[config.mk]
export PLATFORM = sky130hd
export DESIGN_NAME = sprite_cfg_sequencer_flat
export DESIGN_NICKNAME = d
export VERILOG_FILES = /design/src/rtl/sprite_cfg_if.sv /design/src/rtl/sprite_cfg_sequencer.sv /design/src/flat_wrapper.sv
export SDC_FILE = /design/constraint.sdc
export NUM_CORES = 1
export LEC_CHECK = 0
export ABC_CLOCK_PERIOD_IN_PS = 5800
export CORE_MARGIN = 2
export CORE_UTILIZATION = 40
export CTS_BUF_LIST = sky130_fd_sc_hd__clkbuf_16
export CTS_CLUSTER_SIZE = 40
export DETAILED_ROUTE_END_ITERATION = 10
export GPL_TIMING_DRIVEN = 0
export SYNTH_ARGS = -nofsm -noshare
export SYNTH_HDL_FRONTEND = slang
export SYNTH_SLANG_ARGS = --single-unit
export TNS_END_PERCENT = 10
[constraint.sdc]
create_clock -name clk -period 5.8 [get_ports clk]
set_clock_uncertainty 0.2 [all_clocks]
set_input_delay 1.16 -clock clk [delete_from_list [all_inputs] [get_ports clk]]
set_output_delay 1.16 -clock clk [all_outputs]
set_load 0.02 [all_outputs]
[src/rtl/sprite_cfg_if.sv]
// Pin-side and datapath-side signals of the sprite configuration sequencer.
// sprite_we is a one-cycle write strobe with no back-pressure; sprite_addr/sprite_wdata are meaningful only while it is high.
interface sprite_cfg_if #(
  parameter int X_W = 10,
  parameter int Y_W = 10
);
  logic           spi_clk;
  logic           spi_data;
  logic           next_frame;
  logic [X_W-1:0] sprite_x;
  logic [Y_W-1:0] sprite_y;
  logic [5:0]     color_bg;
  logic [5:0]     color_fg;
  logic           sprite_we;
  logic [7:0]     sprite_addr;
  logic [7:0]     sprite_wdata;
  logic           cfg_update;
  logic           busy;
  logic           state_dbg;

  modport master (
    input  spi_clk, spi_data, next_frame,
    output sprite_x, sprite_y, color_bg, color_fg, sprite_we, sprite_addr,
           sprite_wdata, cfg_update, busy, state_dbg
  );

  modport slave (
    output spi_clk, spi_data, next_frame,
    input  sprite_x, sprite_y, color_bg, color_fg, sprite_we, sprite_addr,
           sprite_wdata, cfg_update, busy, state_dbg
  );
endinterface

[src/rtl/sprite_cfg_sequencer.sv]
// SPI-to-sprite configuration sequencer: deserialises SPI bytes, decodes fixed-length commands,
// writes sprite RAM directly and commits shadowed position/colour atomically on next_frame.
module sprite_cfg_sequencer #(
  parameter int SYNC_STAGES = 2,
  parameter int TIMEOUT     = 1024,
  parameter int X_W         = 10,
  parameter int Y_W         = 10
) (
  input  logic         clk,
  input  logic         reset,
  sprite_cfg_if.master bus
);
  localparam int IDLE_W = $clog2(TIMEOUT + 1);

  typedef enum logic {CMD = 1'b0, PAYLOAD = 1'b1} state_t;

  logic [SYNC_STAGES-1:0] clk_sync, data_sync;
  logic                   clk_prev, clk_s, data_s, rise;
  logic [2:0]             bit_cnt;
  logic [6:0]             shift_reg;
  logic [7:0]             byte_in;
  logic                   byte_valid;
  logic [IDLE_W-1:0]      idle_cnt;
  logic                   busy, timeout_hit;

  state_t      state, state_d;
  logic [1:0]  rem_cnt, rem_d;
  logic [7:0]  op, op_d;
  logic [3:0]  pay0, pay0_d;
  logic [7:0]  pay1, pay1_d;
  logic        exec_pos, exec_col, exec_wr;
  logic [19:0] pos_word;
  logic        commit;

  logic [X_W-1:0] shadow_x, act_x;
  logic [Y_W-1:0] shadow_y, act_y;
  logic [5:0]     shadow_bg, shadow_fg, act_bg, act_fg;
  logic           dirty, we_q, cfg_q;
  logic [7:0]     addr_q, wdata_q;

  function automatic logic [1:0] cmd_len(input logic [7:0] opcode);
    case (opcode)
      8'h01:        cmd_len = 2'd3;
      8'h02, 8'h03: cmd_len = 2'd2;
      default:      cmd_len = 2'd0;
    endcase
  endfunction

  always_ff @(posedge clk or posedge reset) begin
    if (reset) begin
      clk_sync  <= '0;
      data_sync <= '0;
      clk_prev  <= 1'b0;
    end else begin
      clk_sync  <= {clk_sync[SYNC_STAGES-2:0], bus.spi_clk};
      data_sync <= {data_sync[SYNC_STAGES-2:0], bus.spi_data};
      clk_prev  <= clk_s;
    end
  end

  assign clk_s       = clk_sync[SYNC_STAGES-1];
  assign data_s      = data_sync[SYNC_STAGES-1];
  assign rise        = clk_s & ~clk_prev;
  assign byte_in     = {shift_reg, data_s};
  assign byte_valid  = rise && (bit_cnt == 3'd7);
  assign busy        = (bit_cnt != 3'd0) || (state == PAYLOAD);
  assign timeout_hit = busy && !rise && (idle_cnt == IDLE_W'(TIMEOUT - 1));

  // Bit counter wraps naturally after the eighth edge; a timeout drops any partial byte.
  always_ff @(posedge clk or posedge reset) begin
    if (reset) begin
      bit_cnt   <= 3'd0;
      shift_reg <= 7'd0;
      idle_cnt  <= '0;
    end else begin
      if (rise) begin
        shift_reg <= byte_in[6:0];
        bit_cnt   <= bit_cnt + 3'd1;
        idle_cnt  <= '0;
      end else if (timeout_hit) begin
        bit_cnt  <= 3'd0;
        idle_cnt <= '0;
      end else if (busy) begin
        idle_cnt <= idle_cnt + IDLE_W'(1);
      end else begin
        idle_cnt <= '0;
      end
    end
  end

  always_ff @(posedge clk or posedge reset) begin
    if (reset) begin
      state   <= CMD;
      rem_cnt <= 2'd0;
      op      <= 8'h00;
      pay0    <= 4'h0;
      pay1    <= 8'h00;
    end else begin
      state   <= state_d;
      rem_cnt <= rem_d;
      op      <= op_d;
      pay0    <= pay0_d;
      pay1    <= pay1_d;
    end
  end

  // Payload bytes shift through pay1 -> pay0, so the final byte is consumed straight from byte_in.
  always_comb begin
    state_d  = state;
    rem_d    = rem_cnt;
    op_d     = op;
    pay0_d   = pay0;
    pay1_d   = pay1;
    exec_pos = 1'b0;
    exec_col = 1'b0;
    exec_wr  = 1'b0;
    if (timeout_hit) begin
      state_d = CMD;
      rem_d   = 2'd0;
    end else if (byte_valid) begin
      case (state)
        CMD: begin
          op_d  = byte_in;
          rem_d = cmd_len(byte_in);
          if (cmd_len(byte_in) != 2'd0) state_d = PAYLOAD;
        end
        PAYLOAD: begin
          pay0_d = pay1[3:0];
          pay1_d = byte_in;
          rem_d  = rem_cnt - 2'd1;
          if (rem_cnt == 2'd1) begin
            state_d = CMD;
            case (op)
              8'h01:   exec_pos = 1'b1;
              8'h02:   exec_col = 1'b1;
              8'h03:   exec_wr  = 1'b1;
              default: ;
            endcase
          end
        end
        default: state_d = CMD;
      endcase
    end
  end

  assign pos_word = {pay0, pay1, byte_in};
  assign commit   = bus.next_frame && dirty;

  // Commit copies the pre-update shadows; a SET landing on the same edge keeps dirty for the next frame.
  always_ff @(posedge clk or posedge reset) begin
    if (reset) begin
      shadow_x  <= '0;
      shadow_y  <= '0;
      shadow_bg <= 6'h00;
      shadow_fg <= 6'h3F;
      act_x     <= '0;
      act_y     <= '0;
      act_bg    <= 6'h00;
      act_fg    <= 6'h3F;
      dirty     <= 1'b0;
      we_q      <= 1'b0;
      cfg_q     <= 1'b0;
      addr_q    <= 8'h00;
      wdata_q   <= 8'h00;
    end else begin
      we_q  <= exec_wr;
      cfg_q <= commit;
      if (commit) begin
        act_x  <= shadow_x;
        act_y  <= shadow_y;
        act_bg <= shadow_bg;
        act_fg <= shadow_fg;
      end
      if (exec_pos) begin
        shadow_x <= X_W'(pos_word[19:10]);
        shadow_y <= Y_W'(pos_word[9:0]);
      end
      if (exec_col) begin
        shadow_bg <= pay1[5:0];
        shadow_fg <= byte_in[5:0];
      end
      if (exec_wr) begin
        addr_q  <= pay1;
        wdata_q <= byte_in;
      end
      if (exec_pos || exec_col) dirty <= 1'b1;
      else if (commit)          dirty <= 1'b0;
    end
  end

  assign bus.sprite_x     = act_x;
  assign bus.sprite_y     = act_y;
  assign bus.color_bg     = act_bg;
  assign bus.color_fg     = act_fg;
  assign bus.sprite_we    = we_q;
  assign bus.sprite_addr  = addr_q;
  assign bus.sprite_wdata = wdata_q;
  assign bus.cfg_update   = cfg_q;
  assign bus.busy         = busy;
  assign bus.state_dbg    = (state == PAYLOAD);
endmodule

[src/flat_wrapper.sv]
// flat-port wrapper written by rule: the top's interface ports become plain ports
module sprite_cfg_sequencer_flat 
#(
  parameter int SYNC_STAGES = 2,
  parameter int TIMEOUT     = 1024,
  parameter int X_W         = 10,
  parameter int Y_W         = 10
)
  (clk, reset, bus_spi_clk, bus_spi_data, bus_next_frame, bus_sprite_x, bus_sprite_y, bus_color_bg, bus_color_fg, bus_sprite_we, bus_sprite_addr, bus_sprite_wdata, bus_cfg_update, bus_busy, bus_state_dbg);
  sprite_cfg_if #(.X_W(X_W), .Y_W(Y_W)) bus_i ();
  input  logic clk;
  input  logic reset;
  input wire logic [$bits(bus_i.spi_clk)-1:0] bus_spi_clk;
  input wire logic [$bits(bus_i.spi_data)-1:0] bus_spi_data;
  input wire logic [$bits(bus_i.next_frame)-1:0] bus_next_frame;
  output wire logic [$bits(bus_i.sprite_x)-1:0] bus_sprite_x;
  output wire logic [$bits(bus_i.sprite_y)-1:0] bus_sprite_y;
  output wire logic [$bits(bus_i.color_bg)-1:0] bus_color_bg;
  output wire logic [$bits(bus_i.color_fg)-1:0] bus_color_fg;
  output wire logic [$bits(bus_i.sprite_we)-1:0] bus_sprite_we;
  output wire logic [$bits(bus_i.sprite_addr)-1:0] bus_sprite_addr;
  output wire logic [$bits(bus_i.sprite_wdata)-1:0] bus_sprite_wdata;
  output wire logic [$bits(bus_i.cfg_update)-1:0] bus_cfg_update;
  output wire logic [$bits(bus_i.busy)-1:0] bus_busy;
  output wire logic [$bits(bus_i.state_dbg)-1:0] bus_state_dbg;
  assign bus_i.spi_clk = bus_spi_clk;
  assign bus_i.spi_data = bus_spi_data;
  assign bus_i.next_frame = bus_next_frame;
  assign bus_sprite_x = bus_i.sprite_x;
  assign bus_sprite_y = bus_i.sprite_y;
  assign bus_color_bg = bus_i.color_bg;
  assign bus_color_fg = bus_i.color_fg;
  assign bus_sprite_we = bus_i.sprite_we;
  assign bus_sprite_addr = bus_i.sprite_addr;
  assign bus_sprite_wdata = bus_i.sprite_wdata;
  assign bus_cfg_update = bus_i.cfg_update;
  assign bus_busy = bus_i.busy;
  assign bus_state_dbg = bus_i.state_dbg;
  sprite_cfg_sequencer #(.SYNC_STAGES(SYNC_STAGES), .TIMEOUT(TIMEOUT), .X_W(X_W), .Y_W(Y_W)) u_core (.clk(clk), .reset(reset), .bus(bus_i));
endmodule
After elaboration in Yosys (flattened, before gate mapping)
Cells that the tools add are included.
Cells by class
  bitwise operators: 4
  add/subtract/negate cells: 3
  eq/ne operators: 9
  reductions and logical operators: 15
  muxes and demuxes: 34
Operators with widths (count)
  2-to-1 mux 11 bit: 3
  == test 8 x 2 -> 1 bit, second input constant: 4
  2-to-1 mux 1 bit: 21
  == test 8 x 1 -> 1 bit, second input constant: 2
  adder 11 x 1 -> 11 bit, second input constant: 1
  == test 11 x 10 -> 1 bit, second input constant: 1
  2-to-1 mux 2 bit: 5
  case mux 2 bit (2 select lines): 2
  nonzero test 2 bit: 4
  2-to-1 mux 3 bit: 2
  AND reduction 3 bit: 2
  logical AND 1 bit: 4
  adder 3 x 1 -> 3 bit, second input constant: 1
  == test 3 bit, second input constant: 1
  inverter 1 bit: 3
  nonzero test 3 bit: 1
  == test 2 x 1 -> 1 bit, second input constant: 1
  logical OR 1 bit: 2
  case mux 1 bit (2 select lines): 1
  OR reduction 2 bit: 1
  subtractor 2 x 1 -> 2 bit, second input constant: 1
  AND 1 bit: 1
  logical NOT 1 bit: 1
Storage, ports and cells
  output and inout port bits: 52
  register bits after elaboration: 132
  input bits: 5
  logic and storage cells: 89

Logic depth before layout (Yosys ltp)
  depth after elaboration: 11
  gate-level depth with buffers: 8
  mapped depth without buffers: 6

Least setup slack after synthesis
No wires, ideal clock.
  path kind: register to output
  from: register u_core.bit_cnt[0]
  to: output port bus_busy
  slack: 3.363 ns
  stages on the path, launching flop included: 4
  arrival time: 1.077 ns
  required time: 4.440 ns
  cell sequence: dfrtp_1 > inv_1 > ha_1 > or3b_2
On the way
  longest elaborated chain between the ends: 2
RTL lines
  start, declared: line sprite_cfg_sequencer.sv:19  | logic [2:0] bit_cnt;
  start signal, assigned: line sprite_cfg_sequencer.sv:78  | bit_cnt <= bit_cnt + 3'd1;
  nonzero test 3 bit: line sprite_cfg_sequencer.sv:66  | assign busy = (bit_cnt != 3'd0) || (state == PAYLOAD);
  logical OR 1 bit: line sprite_cfg_sequencer.sv:66
  end, declared: line flat_wrapper.sv:24  | output wire logic [$bits(bus_i.busy)-1:0] bus_busy;
No other way between the ends.

Final worst setup path
  from: register u_core.bit_cnt[1]
  to: output port bus_busy
The elaborated chain is that of the path after synthesis.

==> summary.txt <==
Run status
  • Run status: complete, no violations

Die
  • Die X: ~120 um
  • Die Span Y: around 120 um
  • Die ar.: 14,020 um^2
  • Core ar.: around 13,000 um^2
  • Starting Density: 41.14%
  • Number of placement rows: 41
  • IO Pins: between 50 and 60

Yosys
  • Avg Cell Area, Syn: 13.70 um^2
  • Synth Warn #: 0
  • Async set-reset flop share out of synthesis: between 90% and 100%
  • Post-synth cell types: 41
  • Yosys reg bits: 132
  • Mapped Cells: ~380
  • Leading area contributor after synthesis: dfrtp_1
  • Synthesized cell area: 5234 um^2
  • Register area share after synthesis: 63.40%
  • Top cell type's share of synthesized area: 57.38%
  • Main synth FF type: dfrtp_1
  • Synth Net Count: 392
  • Number of flops mapped to enable cells by yosys: 0
  • Area contributors post-synth: dfrtp_1 57%, mux2_2 12%, dfstp_2 6.0%

Timing
  • Max Fclk: 294.1 MHz
  • Slew HR: around 51%
  • Final period util: around three fifths
  • Min Clock Period, post-route: between 3000 and 4000 ps
  • RSZ-0062 raised after global routing: no
  • Fin Setup TNS: 0 ps
  • Worst Tran Pin Value: around 730 ps
  • Worst hold slack: roughly 150 ps
  • Final setup fails: 0
  • Fin. max-slew vios: 0
  • Final worst slack: 2400 ps
  • Hold Violations, Final: 0

Final layout
  • ANT cells: 0
  • Final #Nets: about 470
  • Largest reg by FF count: u_core.idle_cnt
  • Final Cell Area: 6593 um^2
  • Most frequent cells in the layout: 120 x dfrtp_1, 69 x nand2_1, 57 x mux2_2, 56 x clkdlybuf4s50_1, 22 x mux2_1
  • Max FFs per register: 11
  • Most common cell after layout, fill and taps aside: dfrtp_1
  • Area grow syn2layout: 25.96%
  • Layout cell share with drive strength beyond 1: 26.11%
  • Fillers: roughly 1,100

Routing
  • DRC: 0
  • Via count: 3,120
  • ANT nets after route: 0
  • WL/cell: 15.52 um
  • WL final: 9978 um
  • Initial drt markers: 168
  • 1st-pass router iterations: 4
  • Vias per cell: 4.852

Clocking
  • Worst-path clk slew: 50 ps
  • CTS tree: built
  • Setup Fix Bufs, Post-CTS: 0
  • Clock tree buffer depth: 2
  • Clock sink count: about 130
  • CTS Buf Count: 17
  • Post-CTS resize count: 0
  • Clock tree root driver cell: clkbuf_16
  • Hold buffers post-CTS: 0
  • H-tree depth: 4
  • Skew-Pair Late Insertion Delay: 410 ps

Flow run
  • Max Cap Viol: 0

Global route
  • First-pass GRT wire length: between 15,000 and 20,000 um
  • Vias in the first global route: approximately 3,300
  • Gr ovfl total: 0
  • Largest net degree at the start of global routing: 88
  • Initial antenna violation count: 0
  • Global Route Usage Sum: 15.47%

Worst hold path
  • Worst min-delay path category: flip-flop to flip-flop
  • Worst hold endpoint: u_core.clk_sync[1]
  • Hold path cells: 0
  • Min-delay src: u_core.clk_sync[0]

Critical path
  • Worst setup SP type: flip-flop
  • Reg2Reg Capture Point: u_core.shadow_bg[0]
  • Critical path endpoint category: output port
  • Worst r2r src: u_core.bit_cnt[0]
  • CP max-delay cell: clkdlybuf4s50_1
  • R2R Setup Slk: 3390 ps
  • R2r worst-path depth: 8
  • Critical Path RT: 4440 ps
  • Crit-path max cell delay: 560 ps
  • Critical Path Fanout Max: 3
  • CP cell instances: inv_1 > ha_1 > or3b_2 > clkdlybuf4s50_1
  • Arrival time at the worst endpoint: approximately 2000 ps
  • Critical setup path kind: flip-flop to output port

Placement
  • PortBufs: between 50 and 60
  • Setup slack after placement: 2693 ps
  • DPL Wire Length: 6603 um
  • Area after DPL: just over 6000 um^2
  • Gpl congestion: 0.7341

Power
  • VDD IR-drop max: roughly 180 uV
  • PD cells: 338.3 nW/um^2
  • Design Power: roughly 2.2 mW
  • Static Leak: 3.232 nW
[Yosys cell counts, types with 3 or more instances]
master,count
nand3_1,7
o21ai_0,3
dfrtp_1,120
ha_1,5
dfstp_2,12
inv_1,10
nor2_1,15
clkbuf_1,4
mux2_1,22
mux2_4,10
mux2_2,57
xnor2_1,6
buf_4,5
nand2_1,69
buf_1,3
nor3_1,6
[final cells by class]
cell class | count | area [um^2] | share of cell area [%]
clock buffer | 17 | 425.4 | 6.453
buffer | 14 | 80.08 | 1.215
tap | 172 | 215.2 | 3.264
multi-input combinational | 226 | 1798 | 27.27
sequential | 132 | 3318 | 50.33
inverter | 10 | 42.54 | 0.6453
clock inverter | 15 | 125.1 | 1.898
timing repair buffer | 57 | 588.1 | 8.920
[power breakdown]
part           internal (mW)  leakage [nW]  total, mW  switching (mW)
Combinational         0.0869          1.18      0.191           0.104
Sequential             0.978          1.77       1.05          0.0745
Clock                  0.618         0.283      0.988           0.370
[metal layers]
metal	GRT usage, %	vias up	share of wire (%)
li1	-	1450	-
met1	19.66	1601	47
met2	24.96	51	48
met3	3.523	18	2.9
met4	7.589	0	2.2
met5	0	-	0
[kinds of logic after synthesis]
family | count (synthesis) | synth area share (%)
flops | 132 | 63.40
simple gates | 114 | 10.69
mux | 89 | 19.87
buf+inv | 24 | 2.247
compound gates | 10 | 1.267
xor+xnor | 8 | 1.339
fa+ha+maj | 5 | 1.195
[through the flow]
stage / std cells / util [%]
2_1_floorplan: 382 / -
3_3_place_gp: 610 / 47.24
3_5_place_dp: 611 / 47.49
4_1_cts: 643 / 51.82
5_1_grt: 643 / 51.82
6_report: 643 / 51.82
[worst max-delay path: cells and delay by family, from the launching register on]
kind	cells	cell delay, ps
buffers and inverters	2	640
and+or+nand+nor	1	480
adders and majority gates	1	130
DFF	1	380
[worst max-delay path by stage]
stage,cells after the start,end,start,slack (ps)
2_1_floorplan,1,u_core.bit_cnt[0],reset,930
3_3_place_gp,2,u_core.bus.sprite_y[5],reset,-920
3_5_place_dp,4,u_core.bus.sprite_y[2],bus_next_frame,2690
4_1_cts,4,bus_busy,u_core.bit_cnt[0],2360
5_1_grt,4,bus_busy,u_core.bit_cnt[0],2320
6_report,4,bus_busy,u_core.bit_cnt[1],2400
No activity file was read; power rests on OpenSTA's default activity.
